**src/rtl/motor_cmd_slew_if.sv**
```systemverilog
// Command handshake between the flight controller (master) and the slew stage (slave).
interface motor_cmd_slew_if;
    logic       cmd_valid_in;
    logic [7:0] cmd_in;
    logic       cmd_ready_out;

    modport master (output cmd_valid_in, output cmd_in, input cmd_ready_out);
    modport slave  (input cmd_valid_in, input cmd_in, output cmd_ready_out);
endinterface

```
**src/rtl/motor_cmd_slew.sv**
```systemverilog
// Throttle command stage ahead of the PWM generator: one-entry command buffer,
// arming, slew-rate limiting and a command watchdog. Duty only changes on PWM
// period boundaries (tick), except an immediate disarm.
module motor_cmd_slew #(
    parameter int PERIOD_BITS = 8,
    parameter int STEP        = 4,
    parameter int TIMEOUT     = 1024
) (
    input  logic                   clk_in,
    input  logic                   rst_in,
    motor_cmd_slew_if.slave        cmd_if,
    input  logic                   arm_in,
    output logic [7:0]             duty_out,
    output logic                   update_out,
    output logic                   armed_out,
    output logic                   failsafe_out
);
    localparam int WD_W = $clog2(TIMEOUT + 1);

    typedef enum logic [1:0] {S_DIS, S_ARM, S_FS} state_t;

    state_t                 r_state, w_state_nxt;
    logic [PERIOD_BITS-1:0] r_cnt;
    logic                   r_pending;
    logic [7:0]             r_pend_val;
    logic [7:0]             r_target;
    logic [7:0]             r_duty;
    logic [WD_W-1:0]        r_wd;
    logic                   r_update;

    logic                   w_tick;
    logic                   w_accept;
    logic                   w_disarm;
    logic [7:0]             w_tgt_nxt;
    logic [WD_W-1:0]        w_wd_nxt;
    logic [7:0]             w_duty_nxt;
    logic [8:0]             w_up, w_tgt_pls;

    assign w_tick   = &r_cnt;
    assign cmd_if.cmd_ready_out = !r_pending;
    assign w_accept = cmd_if.cmd_valid_in & !r_pending;
    // Dropping arm leaves ARMED/FAILSAFE at once, ahead of everything else
    assign w_disarm = (r_state != S_DIS) && !arm_in;

    // Target and watchdog as they will be after this tick's buffer load
    always_comb begin
        w_tgt_nxt = r_pending ? r_pend_val : r_target;
        if (r_state == S_FS)
            w_tgt_nxt = 8'd0;
        if (r_pending)
            w_wd_nxt = '0;
        else if (r_wd == WD_W'(TIMEOUT))
            w_wd_nxt = r_wd;
        else
            w_wd_nxt = r_wd + 1'b1;
    end

    // Slew arithmetic in 9 bits so duty never wraps past 0 or 255
    assign w_up      = {1'b0, r_duty} + 9'(STEP);
    assign w_tgt_pls = {1'b0, w_tgt_nxt} + 9'(STEP);

    // Duty value to present after a tick
    always_comb begin
        w_duty_nxt = r_duty;
        case (r_state)
            S_ARM: begin
                if (w_tgt_nxt > r_duty)
                    w_duty_nxt = (w_up >= {1'b0, w_tgt_nxt}) ? w_tgt_nxt : w_up[7:0];
                else
                    w_duty_nxt = (w_tgt_pls >= {1'b0, r_duty}) ? w_tgt_nxt : r_duty - 8'(STEP);
            end
            S_FS:    w_duty_nxt = ({1'b0, r_duty} <= 9'(STEP)) ? 8'd0 : r_duty - 8'(STEP);
            default: w_duty_nxt = 8'd0;
        endcase
    end

    // State register
    always_ff @(posedge clk_in or posedge rst_in) begin
        if (rst_in) r_state <= S_DIS;
        else        r_state <= w_state_nxt;
    end

    // Next-state logic
    always_comb begin
        w_state_nxt = r_state;
        if (w_disarm)
            w_state_nxt = S_DIS;
        else if (w_tick) begin
            case (r_state)
                S_DIS:   if (arm_in && w_tgt_nxt == 8'd0) w_state_nxt = S_ARM;
                S_ARM:   if (w_wd_nxt == WD_W'(TIMEOUT)) w_state_nxt = S_FS;
                S_FS:    if (r_duty == 8'd0) w_state_nxt = S_DIS;
                default: w_state_nxt = S_DIS;
            endcase
        end
    end

    // State-decoded outputs
    always_comb begin
        armed_out    = (r_state != S_DIS);
        failsafe_out = (r_state == S_FS);
    end

    // Period counter, command buffer, target, watchdog and duty datapath
    always_ff @(posedge clk_in or posedge rst_in) begin
        if (rst_in) begin
            r_cnt      <= '0;
            r_pending  <= 1'b0;
            r_pend_val <= 8'd0;
            r_target   <= 8'd0;
            r_duty     <= 8'd0;
            r_wd       <= '0;
            r_update   <= 1'b0;
        end else begin
            r_cnt    <= r_cnt + PERIOD_BITS'(1);
            r_update <= 1'b0;
            if (w_disarm) begin
                r_duty    <= 8'd0;
                r_update  <= 1'b1;
                r_target  <= 8'd0;
                r_pending <= 1'b0;
                r_wd      <= '0;
            end else begin
                if (w_tick) begin
                    r_target  <= w_tgt_nxt;
                    r_wd      <= w_wd_nxt;
                    r_duty    <= w_duty_nxt;
                    r_update  <= (w_duty_nxt != r_duty);
                    r_pending <= 1'b0;
                end
                // Only possible when the buffer was empty, so never collides with the tick load
                if (w_accept) begin
                    r_pending  <= 1'b1;
                    r_pend_val <= cmd_if.cmd_in;
                end
            end
        end
    end

    assign duty_out   = r_duty;
    assign update_out = r_update;
endmodule
```
**src/flat_wrapper.sv**
```systemverilog
// flat-port wrapper written by rule: the top's interface ports become plain ports
module motor_cmd_slew_flat 
#(
    parameter int PERIOD_BITS = 8,
    parameter int STEP        = 4,
    parameter int TIMEOUT     = 1024
)
  (clk_in, rst_in, arm_in, duty_out, update_out, armed_out, failsafe_out, cmd_if_cmd_valid_in, cmd_if_cmd_in, cmd_if_cmd_ready_out);
  motor_cmd_slew_if cmd_if_i ();
  input  logic clk_in;
  input  logic rst_in;
  input  logic arm_in;
  output logic [7:0] duty_out;
  output logic update_out;
  output logic armed_out;
  output logic failsafe_out;
  input wire logic [$bits(cmd_if_i.cmd_valid_in)-1:0] cmd_if_cmd_valid_in;
  input wire logic [$bits(cmd_if_i.cmd_in)-1:0] cmd_if_cmd_in;
  output wire logic [$bits(cmd_if_i.cmd_ready_out)-1:0] cmd_if_cmd_ready_out;
  assign cmd_if_i.cmd_valid_in = cmd_if_cmd_valid_in;
  assign cmd_if_i.cmd_in = cmd_if_cmd_in;
  assign cmd_if_cmd_ready_out = cmd_if_i.cmd_ready_out;
  motor_cmd_slew #(.PERIOD_BITS(PERIOD_BITS), .STEP(STEP), .TIMEOUT(TIMEOUT)) u_core (.clk_in(clk_in), .rst_in(rst_in), .cmd_if(cmd_if_i), .arm_in(arm_in), .duty_out(duty_out), .update_out(update_out), .armed_out(armed_out), .failsafe_out(failsafe_out));
endmodule
```
**config.mk**
```make
export PLATFORM = sky130hd
export DESIGN_NAME = motor_cmd_slew_flat
export DESIGN_NICKNAME = d
export VERILOG_FILES = /design/src/rtl/motor_cmd_slew_if.sv /design/src/rtl/motor_cmd_slew.sv /design/src/flat_wrapper.sv
export SDC_FILE = /design/constraint.sdc
export NUM_CORES = 1
export LEC_CHECK = 0
export ABC_AREA = 1
export CAP_MARGIN = 30
export CORE_ASPECT_RATIO = 1.75
export CORE_MARGIN = 3
export CORE_UTILIZATION = 35
export CTS_CLUSTER_DIAMETER = 150
export CTS_CLUSTER_SIZE = 30
export DETAILED_ROUTE_END_ITERATION = 16
export MAX_ROUTING_LAYER = met4
export RECOVER_POWER = 100
export SLEW_MARGIN = 30
export SYNTH_ARGS = -nofsm -noshare
export SYNTH_HDL_FRONTEND = slang
export SYNTH_SLANG_ARGS = --single-unit
```
**constraint.sdc**
```tcl
create_clock -name clk_in -period 8.1 [get_ports clk_in]
set_input_delay 1.62 -clock clk_in [delete_from_list [all_inputs] [get_ports clk_in]]
set_output_delay 1.62 -clock clk_in [all_outputs]
set_load 0.03 [all_outputs]
```
Word-level counts from Yosys, hierarchy flattened
Cells that the tools add are included.
Word-level totals
  register bits after elaboration: 47
Cells by class
  magnitude comparators: 4
  reduce and logical (&&, ||, !) cells: 13
  bitwise gates (word level): 2
  $add $sub $neg: 5
  multiplexer cells: 26
  equality and inequality tests: 8
Operator list (number)
  two-way mux 8 bit: 10
  two-way mux 11 bit: 4
  equality test 11 bit, second input constant: 2
  adder 8 x 3 -> 9 bit, second input constant: 2
  >= comparator 9 x 8 -> 1 bit: 2
  zero test 8 bit: 2
  case mux 8 bit (2 select lines): 1
  adder 11 x 1 -> 11 bit, second input constant: 1
  two-way mux 2 bit: 5
  inequality test 3 x 1 -> 1 bit, second input constant: 3
  adder 8 x 1 -> 8 bit, second input constant: 1
  > comparator 8 bit: 1
  less-or-equal comparator 8 x 3 -> 1 bit, second input constant: 1
  inequality test 8 bit: 1
  AND reduction 8 bit: 1
  subtractor 8 x 3 -> 8 bit, second input constant: 1
  case mux 2 bit (3 select lines): 1
  two-way mux 1 bit: 5
  AND reduction 4 bit: 1
  nonzero test 2 bit: 2
  nonzero test 3 bit: 1
  equality test 2 x 1 -> 1 bit, second input constant: 1
  equality test 2 bit, second input constant: 1
  logical AND 1 bit: 2
  other kinds (5): 6

Logic depth before layout (Yosys ltp)
Gate-level depths: netlist of the first run.
  depth after elaboration: 10
  depth in mapped cells: 32

Worst setup path after synthesis of the first run
OpenSTA, ideal clock, no wires.
  path kind: reg-to-reg
  start point: register u_core.r_state[0]
  end point: register u_core.r_update (netlist: u_core.update_out)
  arrival: 3.207 ns
  stages on the path, launching flop included: 32
  path slack: 4.773 ns
  path buffers: 0
  library setup time: 0.121 ns
  data required time: 7.979 ns
  clock period less this slack: 3.327 ns
  cell sequence: dfrtp_1 inv_1 ha_1 inv_4 nand2_2 nor2_2 inv_2 nor2_4 inv_1 nor2_1 nand2_1 nand2_1 inv_1 ha_1 nand2_1 inv_1 nand4_1 nand2_1 a21oi_4 nand2_4 nand2_1 nand3_1 nand3_1 nand2_1 nand2_1 nand2_1 nand2_1 nand2_1 nor2_1 nand2_1 nand2_1 nand2_1
Between the ends
  cells in the longest elaborated chain, start to end: 10
  elaborated cells on any way between the ends: 16
RTL lines
  start: declaration: RTL line motor_cmd_slew.sv:22  | state_t r_state, w_state_nxt;
  start signal: assignment: RTL line motor_cmd_slew.sv:80  | else r_state <= w_state_nxt;
  equality test 2 bit *
  net failsafe_out: RTL line flat_wrapper.sv:16  | output logic failsafe_out;
  two-way mux 8 bit: RTL line motor_cmd_slew.sv:48  | if (r_state == S_FS)
  adder 8 x 3 -> 9 bit: RTL line motor_cmd_slew.sv:60  | assign w_tgt_pls = {1'b0, w_tgt_nxt} + 9'(STEP);
  >= comparator 9 x 8 -> 1 bit: RTL line motor_cmd_slew.sv:70  | w_duty_nxt = (w_tgt_pls >= {1'b0, r_duty}) ? w_tgt_nxt : r_duty - 8'(STEP);
  two-way mux 8 bit: RTL line motor_cmd_slew.sv:70
  two-way mux 8 bit: RTL line motor_cmd_slew.sv:67  | if (w_tgt_nxt > r_duty)
  case mux 8 bit (2 select lines) *: RTL line motor_cmd_slew.sv:65  | case (r_state)
  inequality test 8 bit *: RTL line motor_cmd_slew.sv:128  | r_update <= (w_duty_nxt != r_duty);
  two-way mux 1 bit *: RTL line motor_cmd_slew.sv:124  | if (w_tick) begin
  two-way mux 1 bit *: RTL line motor_cmd_slew.sv:117  | if (w_disarm) begin
  end signal: assignment: RTL line motor_cmd_slew.sv:128
  end: declaration: RTL line motor_cmd_slew.sv:29  | logic r_update;
The timed path passes the listed nets; every way through them passes the cells marked *.
A chain may end at the register's enable or synchronous reset.

Worst setup path in the final report of the first run
  start point: register u_core.r_pending
  end point: register u_core.r_update (netlist: u_core.update_out)
Between the ends
  cells in the longest elaborated chain, start to end: 10
  elaborated cells on any way between the ends: 13
RTL lines
  start: declaration: RTL line motor_cmd_slew.sv:24  | logic r_pending;
  start signal: assignment: RTL line motor_cmd_slew.sv:108  | r_pending <= 1'b0;
  start signal: assignment: RTL line motor_cmd_slew.sv:121  | r_pending <= 1'b0;
  start signal: assignment: RTL line motor_cmd_slew.sv:129  | r_pending <= 1'b0;
  two-way mux 8 bit *: RTL line motor_cmd_slew.sv:47  | w_tgt_nxt = r_pending ? r_pend_val : r_target;
  two-way mux 8 bit *: RTL line motor_cmd_slew.sv:48
  adder 8 x 3 -> 9 bit: RTL line motor_cmd_slew.sv:60
  >= comparator 9 x 8 -> 1 bit: RTL line motor_cmd_slew.sv:70
  two-way mux 8 bit: RTL line motor_cmd_slew.sv:70
  two-way mux 8 bit *: RTL line motor_cmd_slew.sv:67
  case mux 8 bit (2 select lines) *: RTL line motor_cmd_slew.sv:65
  inequality test 8 bit *: RTL line motor_cmd_slew.sv:128
  two-way mux 1 bit *: RTL line motor_cmd_slew.sv:124
  two-way mux 1 bit *: RTL line motor_cmd_slew.sv:117
Mark *: on every way between the ends. The rest lies on a longest branch, timed or not.

==> out/results.ini, run 1 <==
[logic_synthesis]
ys_seq_area_share_pct = 30.57
syn_area_per_cell_sq_um = 7.328
synthesized_area_sq_um = 3847
post_synth_fa_ha_maj_area_fraction_pct = 9.431
postSynthRegisterBits = 47
cells_after_synth = 525
syn_nets = 566
synth_xor_xnor_area_share_pct = 4.325
yosysTopAreaCellShare_pct = 30.57
leading_area_contributor_after_synthesis = sky130_fd_sc_hd__dfrtp_1
simple_gate_fraction_of_synth_area_pct = 34.76
netlist-cell-type-count = 41
synth.mux.area_fraction_pct = 1.171
synth_compound_gate_area_share_pct = 10.34
yosys-top-cells-area = sky130_fd_sc_hd__dfrtp_1 (31%), sky130_fd_sc_hd__nand2_1 (13%), sky130_fd_sc_hd__ha_1 (9.4%)
main_combinational_cell_family_by_area_after_synthesis = simple AND/OR/NAND/NOR gates
synthesis.yosys.warnings = 0

[cts]
root_buffer = sky130_fd_sc_hd__clkbuf_16
sink_count_of_the_clock_tree = 47
cts-hold-fix-buffers = 0
worst_skew_late_latency_ns = 0.29
longest_clk_path_bufs = 2
cts_max_level = 2
clkSlewWorstSetupHoldPaths_ns = 0.06
cts_buffers = 5
postCtsSetupRepairBufs = 0
cts.repair.resized = 0
tritoncts = built

[power_and_ir_drop]
cellLeakagePower_nw = 2.183
share_comb_of_total_power_pct = 66.2
power.share.clock_pct = 13.7
p_int_uw = 689.9
netSwitchingFraction_pct = 52.35
powerDensity_nw_per_um2 = 339.6
irDropWorstVdd_mv = 0.1692
p_sw_uw = 757.9
share_seq_of_total_power_pct = 20.1

[setup_path]
cp.arrival_ns = 5.34
end_kind = register
worstRegToRegCells = 26
timing.critical_path.max_delay_family = simple AND/OR/NAND/NOR gates
timing.rr.start = u_core.r_pending
worstReg2RegEnd = u_core.update_out
setup.worst_path.class = register to register
crit_path_top_delay_cell = sky130_fd_sc_hd__dfrtp_1
critical_path_required_ns = 8.27
buffers_and_inverters_on_the_worst_path = 3
start_kind = register
timing.critical_path.slowest_cell_delay_ns = 0.78
critical_path.max_fanout = 19
r2r_slack_ns = 2.93
worst_path_most_repeated_cell = sky130_fd_sc_hd__nand2_1

[global_route]
grtUsageTotal_pct = 18.23
maximum_number_of_pins_on_one_net_before_global_route_repair = 48
grt-ovfl-total = 0
first_global_vias = 3576
grt_first_pass_wirelength_microns = 17370
number_of_antenna_violations_at_the_first_check_in_global_routing = 0

[route]
wirelength_microns = 10560
viasPerCell = 5.276
vias = 3551
route.detailed.drc = 0
antenna_violating_nets_post_route = 0
drt-pass1-iter-count = 6
dr.first_iter.drc_count = 181
per_cell_routed_wire_length_microns = 15.69

[timing]
timing.final.max_slew_violations = 48
min_tclk_post_route_ns = 5.173
final_min_period_over_clock_period_pct = 63.86
totalNegativeSetupSlack_ns = 0
maximum_clock_skew_at_final_layout_ns = 0.005617
setup_repair_after_global_routing_missed_its_margin = false
setup-violations-final = 0
finalHoldViolations = 0
timing_worst_slew_pin_value_ns = 2.134
max_slew_margin_pct = -43.02
max_freq_mhz = 193.3

[floorplan]
chipWidth_microns = 85.26
floorplan.die_area_sq_um = 12340
die-height_microns = 144.7
start_util_pct = 35.96
core.rowCount = 50
core_area_sq_um = 10700
ios = 24

[place]
placed_cells = 665
port_buffers = 23
hpwl_microns = 8277
gp_congestion = 0.9643

[job]
cap_viol_max_count = 1

[finish]
post_route_cells_drive_above_1_share_pct = 8.103
antenna_cells_inserted = 0
finish.cell_count_without_fillers = 673
fillers = 1132
num-nets-final = 583
postLayoutCoreUtil_pct = 39.85
area_delta_synth_final_pct = 10.80

[worst_hold_path]
holdCritStartpoint = u_core.r_cnt[0]
hp-class = register to register
worstHoldPathCells = 1
min_to = u_core.r_cnt[0]

[status]
violated_checks = max-capacitance violations, max-slew violations
outcome = finished, violations left

[state kept, by name, indices dropped and copies added, names as in the netlist]
register,flops
u_core.r_cnt,8
u_core.r_pending,1
u_core.duty_out,8
u_core.update_out,1
u_core.r_pend_val,8
u_core.r_state,2
u_core.r_wd,11
u_core.r_target,8
[power by group through the flow]
stage	clock network (mW)	registers (mW)	logic, mW
after floorplan	0	0.281	0.785
after global routing	0.216	0.295	1.09
after global placement	0	0.296	0.975
after CTS	0.207	0.291	0.989
final	0.199	0.291	0.958
after detailed placement	0	0.296	0.985
[worst max path at each step]
stage	from	to	depth (start not counted)
after floorplan	u_core.r_state[0]	u_core.update_out	31
after global placement	u_core.r_pending	u_core.update_out	26
after detailed placement	u_core.r_pending	u_core.update_out	26
after CTS	u_core.r_pending	u_core.update_out	26
after global routing	u_core.r_pending	u_core.update_out	26
final	u_core.r_pending	u_core.update_out	26
[through the flow]
step / power, mW / instance area (sq um) / hold slack, ns / setup WS, ns
CTS: 1.488 / 4297 / 0.4620 / 4.235
global route: 1.600 / 4263 / 0.4888 / 2.366
detailed placement: 1.281 / 4159 / 0.4523 / 4.255
floorplan: 1.066 / 3847 / 0.4224 / 4.773
finish: 1.448 / 4263 / 0.4553 / 2.927
global placement: 1.271 / 4156 / 0.4417 / 4.271
[cell families (layout without fill, tap and decap cells)]
kind of cell,Yosys count,in the layout
and+or+nand+nor,275,275
DFF,47,47
buffers and inverters,85,103
muxes,4,4
AOI/OAI and AO/OA,66,66
adders and majority gates,29,29
xor gates and xnor gates,19,19
[layer usage]
layer | global-route usage, % | up-vias | routed length, microns
li1 | - | 1774 | -
met5 | - | - | 0
met2 | 33.20 | 78 | 5652
met1 | 18.41 | 1670 | 3960
met3 | 1.813 | 29 | 317
met4 | 11.51 | 0 | 630
[cells in the final DEF, fill, tap and decap left out, drive strengths merged]
cell           instances
nand2                144
inv                   68
nand3                 63
dfrtp                 47
nor2                  40
ha                    29
o21ai                 21
o22ai                 19
a21oi                 17
xor2                  16
nand4                 15
dlygate4sd3           14
nor3                  11
clkdlybuf4s50          9
clkbuf                 7
mux2                   4
a21o                   3
xnor2                  3
o32ai                  3
clkinv                 3
clkinvlp               2
a31oi                  1
o31ai                  1
nor4                   1
nand3b                 1
o211ai                 1
[layout make-up]
| class | count | area, sq um | area share, % |
|---|---|---|---|
| timing repair buffer | 23 | 230.2 | 5.401 |
| multi-input combinational | 393 | 2278 | 53.45 |
| clock buffer | 7 | 132.6 | 3.111 |
| sequential | 47 | 1176 | 27.59 |
| inverter | 72 | 277.8 | 6.516 |
| clock inverter | 1 | 5.005 | 0.1174 |
| tap | 130 | 162.7 | 3.816 |
[cell usage after synthesis]
master                     number
sky130_fd_sc_hd__nand3_2        6
sky130_fd_sc_hd__xnor2_1        3
sky130_fd_sc_hd__o21ai_2        2
sky130_fd_sc_hd__nand2_4        4
sky130_fd_sc_hd__nor3_2         1
sky130_fd_sc_hd__buf_2          1
sky130_fd_sc_hd__buf_1          1
sky130_fd_sc_hd__o211ai_1       1
sky130_fd_sc_hd__nor2_8         1
sky130_fd_sc_hd__mux2_2         4
sky130_fd_sc_hd__a21o_1         3
sky130_fd_sc_hd__buf_6          4
sky130_fd_sc_hd__inv_1         66
sky130_fd_sc_hd__o32ai_1        3
sky130_fd_sc_hd__nor2_4         3
sky130_fd_sc_hd__a21oi_4        1
sky130_fd_sc_hd__nand4_2        2
sky130_fd_sc_hd__o22ai_1       19
sky130_fd_sc_hd__ha_1          29
sky130_fd_sc_hd__nand3_1       55
sky130_fd_sc_hd__nor2_1        33
sky130_fd_sc_hd__nand3_4        2
sky130_fd_sc_hd__inv_2          1
sky130_fd_sc_hd__nor4_1         1
sky130_fd_sc_hd__o21ai_0       15
sky130_fd_sc_hd__inv_4          3
sky130_fd_sc_hd__o21ai_1        4
sky130_fd_sc_hd__a21oi_1       16
sky130_fd_sc_hd__dfrtp_1       47
sky130_fd_sc_hd__buf_4          1
sky130_fd_sc_hd__xor2_1        16
sky130_fd_sc_hd__clkinv_1       2
sky130_fd_sc_hd__nand2_1      132
sky130_fd_sc_hd__a31oi_1        1
sky130_fd_sc_hd__nor2_2         3
sky130_fd_sc_hd__nand4_1       13
sky130_fd_sc_hd__o31ai_1        1
sky130_fd_sc_hd__nor3_1        10
sky130_fd_sc_hd__clkbuf_1       6
sky130_fd_sc_hd__nand2_2        8
sky130_fd_sc_hd__nand3b_1       1
(Power assumes the default switching activity.)
==> inputs of run 2 (changes only) <==
- clock period: 8.1 -> 5.2 ns (I/O delays scaled with it)
==> out/results.ini, run 2 (same netlist as run 1, synthesis figures left out) <==
[global_route]
grtUsageTotal_pct = 18.29  ; was 18.23%
grt_first_pass_wirelength_microns = 17350  ; was 17370 microns
number_of_antenna_violations_at_the_first_check_in_global_routing = 0  ; unchanged
first_global_vias = 3564  ; was 3576
grt-ovfl-total = 0  ; unchanged
maximum_number_of_pins_on_one_net_before_global_route_repair = 48  ; unchanged

[place]
hpwl_microns = 8263  ; was 8277 microns
port_buffers = 23  ; unchanged
gp_congestion = 0.9643  ; unchanged
dpl_cell_area_sq_um = 4159  ; unchanged
setup_slack_at_placement_ns = 1.354  ; was 4.255 ns

[finish]
largest_reg_flops = 11  ; unchanged
antenna_cells_inserted = 0  ; unchanged
area_delta_synth_final_pct = 11.51  ; was 10.80%
post_route_cells_drive_above_1_share_pct = 8.856  ; was 8.103%
multi_input_comb_area_sq_um = 2298  ; was 2278 sq um
layout.cells.most_common_list = sky130_fd_sc_hd__nand2_1 (132), sky130_fd_sc_hd__inv_1 (65), sky130_fd_sc_hd__nand3_1 (55)  ; was sky130_fd_sc_hd__nand2_1 (133), sky130_fd_sc_hd__inv_1 (65), sky130_fd_sc_hd__nand3_1 (56)
num-nets-final = 583  ; unchanged
fillers = 1128  ; was 1132
max_flop_register = u_core.r_wd  ; unchanged
layout_commonest_cell = sky130_fd_sc_hd__nand2_1  ; unchanged
footprint_of_the_flip_flops_and_latches_sq_um = 1176  ; unchanged
final_cell_area_sq_um = 4290  ; was 4263 sq um

[route]
dr.first_iter.drc_count = 319  ; was 181
per_cell_routed_wire_length_microns = 15.76  ; was 15.69 microns
route.detailed.drc = 0  ; unchanged
viasPerCell = 5.327  ; was 5.276
drt-pass1-iter-count = 5  ; was 6
antenna_violating_nets_post_route = 0  ; unchanged
wirelength_microns = 10590  ; was 10560 microns
vias = 3580  ; was 3551

[setup_path]
worst_path_most_repeated_cell = sky130_fd_sc_hd__nand2_1  ; unchanged
setup.worst_path.class = register to register  ; unchanged
critical_path.max_fanout = 19  ; unchanged
buffers_and_inverters_on_the_worst_path = 3  ; unchanged
end_kind = register  ; unchanged
timing.critical_path.slowest_cell_delay_ns = 0.78  ; about the same
timing.critical_path.max_delay_family = simple AND/OR/NAND/NOR gates  ; unchanged
crit_path_top_delay_cell = sky130_fd_sc_hd__dfrtp_1  ; unchanged
cp.arrival_ns = 4.40  ; was 5.34 ns
start_kind = register  ; unchanged
critical_path_required_ns = 5.37  ; was 8.27 ns

[job]
cap_viol_max_count = 1  ; unchanged

[cts]
postCtsSetupRepairBufs = 0  ; unchanged
cts.repair.resized = 0  ; unchanged
clkSlewWorstSetupHoldPaths_ns = 0.06  ; about the same
cts-hold-fix-buffers = 0  ; unchanged
longest_clk_path_bufs = 2  ; unchanged
sink_count_of_the_clock_tree = 47  ; unchanged
tritoncts = built  ; unchanged
worst_skew_late_latency_ns = 0.29  ; about the same
cts_max_level = 2  ; unchanged
cts_buffers = 5  ; unchanged
root_buffer = sky130_fd_sc_hd__clkbuf_16  ; unchanged

[timing]
min_tclk_post_route_ns = 4.227  ; was 5.173 ns
postLayoutSetupSlackWorst_ns = 0.9728  ; was 2.927 ns
max_freq_mhz = 236.6  ; was 193.3 MHz
timing.final.max_slew_violations = 48  ; unchanged
setup-violations-final = 0  ; unchanged
finalHoldViolations = 0  ; unchanged
final_min_period_over_clock_period_pct = 81.29  ; was 63.86%
timing_worst_slew_pin_value_ns = 2.078  ; was 2.134 ns
finalHoldWorstSlack_ns = 0.4567  ; was 0.4553 ns
maximum_clock_skew_at_final_layout_ns = 0.007025  ; was 0.005617 ns
totalNegativeSetupSlack_ns = 0  ; unchanged
max_slew_margin_pct = -39.27  ; was -43.02%
setup_repair_after_global_routing_missed_its_margin = false  ; unchanged

[floorplan]
start_util_pct = 35.96  ; unchanged
ios = 24  ; unchanged
floorplan.die_area_sq_um = 12340  ; unchanged
die-height_microns = 144.7  ; unchanged
chipWidth_microns = 85.26  ; unchanged
core.rowCount = 50  ; unchanged
core_area_sq_um = 10700  ; unchanged

[status]
violated_checks = max-capacitance violations, max-slew violations  ; unchanged
outcome = finished, violations left  ; unchanged

[power_and_ir_drop]
cellLeakagePower_nw = 2.199  ; was 2.183 nW
power_mw = 2.298  ; was 1.448 mW
powerDensity_nw_per_um2 = 535.6  ; was 339.6 nW/um^2
irDropWorstVdd_mv = 0.2565  ; was 0.1692 mV

[worst_hold_path]
hp-class = register to register  ; unchanged

[run 2: path summary, 6_finish.rpt]
kind / from / end / slack [ns] / depth (start not counted)
setup / recovery: u_core.r_pending / u_core.update_out / 0.97 / 26
hold / removal: u_core.r_cnt[0] / u_core.r_cnt[0] / 0.46 / 1
setup reg to reg: u_core.r_pending / u_core.update_out / 0.97 / 26
hold reg to reg: u_core.r_cnt[0] / u_core.r_cnt[0] / 0.46 / 1
max in group asynchronous: rst_in / u_core.r_cnt[3] / 2.50 / 2
min in group asynchronous: rst_in / u_core.r_pend_val[4] / 1.74 / 2
[run 2: area by class of cell]
type,count,area share [%]
Multi-Input combinational cell,393,53.57
Clock inverter,1,0.1167
Timing Repair Buffer,23,5.366
Inverter,72,6.503
Tap cell,130,3.791
Sequential cell,47,27.41
Clock buffer,6,3.237
[run 2: where the power goes]
| part | switching (mW) | internal [mW] | total (mW) |
|---|---|---|---|
| sequential | 0.0438 | 0.409 | 0.453 |
| clock | 0.135 | 0.188 | 0.323 |
| combinational | 1.02 | 0.498 | 1.52 |
[run 2: layer usage]
metal	global-route usage, %	part of all wire (%)
met1	18.58	37
met2	33.93	55
met3	1.586	3.2
met4	10.34	5.2
met5	-	0
[run 2: metrics by stage]
stage / util [%] / cells
3_3_place_gp: 38.85 / 665
4_1_cts: 40.22 / 672
2_1_floorplan: - / 525
5_1_grt: 40.11 / 672
6_report: 40.11 / 672
3_5_place_dp: 38.88 / 665
==> inputs of run 3 (changes only) <==
- clock period: 5.2 -> 3.5 ns (I/O delays scaled with it)
==> out/results.ini, run 3 (same netlist as run 1, synthesis figures left out) <==
[floorplan]
core_area_sq_um = 10700  ; unchanged
core.rowCount = 50  ; unchanged
chipWidth_microns = 85.26  ; unchanged
start_util_pct = 35.96  ; unchanged
floorplan.die_area_sq_um = 12340  ; unchanged
die-height_microns = 144.7  ; unchanged
ios = 24  ; unchanged

[place]
gp_congestion = 0.9334  ; was 0.9643
hpwl_microns = 8730  ; was 8263 microns
dpl_cell_area_sq_um = 4317  ; was 4159 sq um
setup_slack_at_placement_ns = 0.07153  ; was 1.354 ns
placed_cells = 686  ; was 665
port_buffers = 23  ; unchanged

[power_and_ir_drop]
power_mw = 4.106  ; was 2.298 mW
power.share.clock_pct = 13.4  ; was 14.1%
share_seq_of_total_power_pct = 15.8  ; was 19.7%
p_int_mw = 2.052  ; was 1.095 mW
cellLeakagePower_nw = 2.356  ; was 2.199 nW
netSwitchingFraction_pct = 50.02  ; was 52.35%
share_comb_of_total_power_pct = 70.8  ; was 66.2%
irDropWorstVdd_mv = 0.3826  ; was 0.2565 mV
p_sw_mw = 2.054  ; was 1.203 mW
powerDensity_nw_per_um2 = 864.5  ; was 535.6 nW/um^2

[route]
route.detailed.drc = 0  ; unchanged
dr.first_iter.drc_count = 206  ; was 319
viasPerCell = 5.297  ; was 5.327
drt-pass1-iter-count = 5  ; unchanged
wirelength_microns = 11490  ; was 10590 microns
per_cell_routed_wire_length_microns = 16.23  ; was 15.76 microns
antenna_violating_nets_post_route = 0  ; unchanged
vias = 3750  ; was 3580

[finish]
postLayoutCoreUtil_pct = 44.40  ; was 40.11%
finish.cell_count_without_fillers = 708  ; was 672
largest_reg_flops = 11  ; unchanged
antenna_cells_inserted = 0  ; unchanged
footprint_of_the_flip_flops_and_latches_sq_um = 1179  ; was 1176 sq um
post_route_cells_drive_above_1_share_pct = 19.72  ; was 8.856%
num-nets-final = 618  ; was 583
area_delta_synth_final_pct = 23.45  ; was 11.51%
fillers = 1048  ; was 1128
max_flop_register = u_core.r_wd  ; unchanged
final_cell_area_sq_um = 4750  ; was 4290 sq um
layout.cells.most_common_list = sky130_fd_sc_hd__nand2_1 (117), sky130_fd_sc_hd__inv_1 (62), sky130_fd_sc_hd__nand3_1 (52)  ; was sky130_fd_sc_hd__nand2_1 (132), sky130_fd_sc_hd__inv_1 (65), sky130_fd_sc_hd__nand3_1 (55)
layout_commonest_cell = sky130_fd_sc_hd__nand2_1  ; unchanged
multi_input_comb_area_sq_um = 2460  ; was 2298 sq um

[setup_path]
timing.critical_path.slowest_cell_delay_ns = 0.38  ; was 0.78 ns
r2r_slack_ns = 0.21  ; was 0.97 ns
setup.worst_path.class = register to register  ; unchanged
end_kind = register  ; unchanged
crit_path_top_delay_cell = sky130_fd_sc_hd__dfrtp_1  ; unchanged
cp.arrival_ns = 3.46  ; was 4.40 ns
worst_path_most_repeated_cell = sky130_fd_sc_hd__nand2_1  ; unchanged
critical_path_required_ns = 3.67  ; was 5.37 ns
start_kind = register  ; unchanged
critical_path.max_fanout = 8  ; was 19

[cts]
cts-hold-fix-buffers = 0  ; unchanged
root_buffer = sky130_fd_sc_hd__clkbuf_16  ; unchanged
cts_buffers = 5  ; unchanged
tritoncts = built  ; unchanged
sink_count_of_the_clock_tree = 47  ; unchanged
cts_max_level = 2  ; unchanged
clkSlewWorstSetupHoldPaths_ns = 0.06  ; about the same
longest_clk_path_bufs = 2  ; unchanged
worst_skew_late_latency_ns = 0.29  ; about the same

[timing]
timing.final.max_slew_violations = 48  ; unchanged
setup_repair_after_global_routing_missed_its_margin = true  ; was false
timing_worst_slew_pin_value_ns = 2.086  ; was 2.078 ns
postLayoutSetupSlackWorst_ns = 0.2106  ; was 0.9728 ns
maximum_clock_skew_at_final_layout_ns = 0.004543  ; was 0.007025 ns
finalHoldViolations = 0  ; unchanged
max_slew_margin_pct = -39.83  ; was -39.27%
min_tclk_post_route_ns = 3.289  ; was 4.227 ns
setup-violations-final = 0  ; unchanged
final_min_period_over_clock_period_pct = 93.98  ; was 81.29%
finalHoldWorstSlack_ns = 0.4701  ; was 0.4567 ns
totalNegativeSetupSlack_ns = 0  ; unchanged
max_freq_mhz = 304.0  ; was 236.6 MHz

[global_route]
grtUsageTotal_pct = 18.97  ; was 18.29%
first_global_vias = 3589  ; was 3564
grt_first_pass_wirelength_microns = 17820  ; was 17350 microns
grt-ovfl-total = 0  ; unchanged
number_of_antenna_violations_at_the_first_check_in_global_routing = 0  ; unchanged
maximum_number_of_pins_on_one_net_before_global_route_repair = 48  ; unchanged

[status]
violated_checks = max-capacitance violations, max-slew violations  ; unchanged
outcome = finished, violations left  ; unchanged

[job]
cap_viol_max_count = 1  ; unchanged

[worst_hold_path]
hp-class = register to register  ; unchanged

==> run 3: cell type report <==
type | count | share of cell area [%]
Timing Repair Buffer | 57 | 10.38
Multi-Input combinational cell | 394 | 51.79
Inverter | 72 | 5.927
Clock inverter | 2 | 0.7376
Sequential cell | 47 | 24.82
Clock buffer | 6 | 2.924
Tap cell | 130 | 3.425
==> run 3: worst paths after layout <==
kind | start | endpoint | depth (start not counted)
setup / recovery | u_core.r_state[0] | u_core.update_out | 30
hold / removal | u_core.r_cnt[0] | u_core.r_cnt[0] | 1
setup reg to reg | u_core.r_state[0] | u_core.update_out | 30
hold reg to reg | u_core.r_cnt[0] | u_core.r_cnt[0] | 1
max in group asynchronous | rst_in | u_core.duty_out[4] | 2
min in group asynchronous | rst_in | u_core.r_pend_val[6] | 2
==> run 3: timing repair <==
action	in CTS	in global routing
endpoints found under the setup margin	0	6
setup buffers	0	13
resized for setup	0	40
==> run 3: worst max-delay path: cells and delay by family, from the launching register on <==
family / cells / cell delay [ns]
AND/OR/NAND/NOR: 19 / 1.56
buffers and inverters: 6 / 0.39
adder cells (fa/ha/maj): 2 / 0.39
flip-flops: 1 / 0.38
AO/OA/AOI/OAI: 3 / 0.46
==> run 3: power by group through the flow <==
stage | sequential [mW] | combinational [mW] | clock [mW]
2_1_floorplan | 0.650 | 1.82 | 0
3_3_place_gp | 0.654 | 2.42 | 0
3_5_place_dp | 0.656 | 2.43 | 0
4_1_cts | 0.646 | 2.44 | 0.567
5_1_grt | 0.657 | 3.23 | 0.588
6_report | 0.649 | 2.91 | 0.552
==> run 3: layer usage <==
metal | routed length [microns] | part of all wire (%) | vias up | global-route usage, %
li1 | - | - | 1844 | -
met1 | 4197 | 37 | 1749 | 19.36
met2 | 6237 | 54 | 116 | 35.49
met3 | 301 | 2.6 | 41 | 1.586
met4 | 754 | 6.6 | 0 | 10.01
met5 | 0 | 0 | - | -
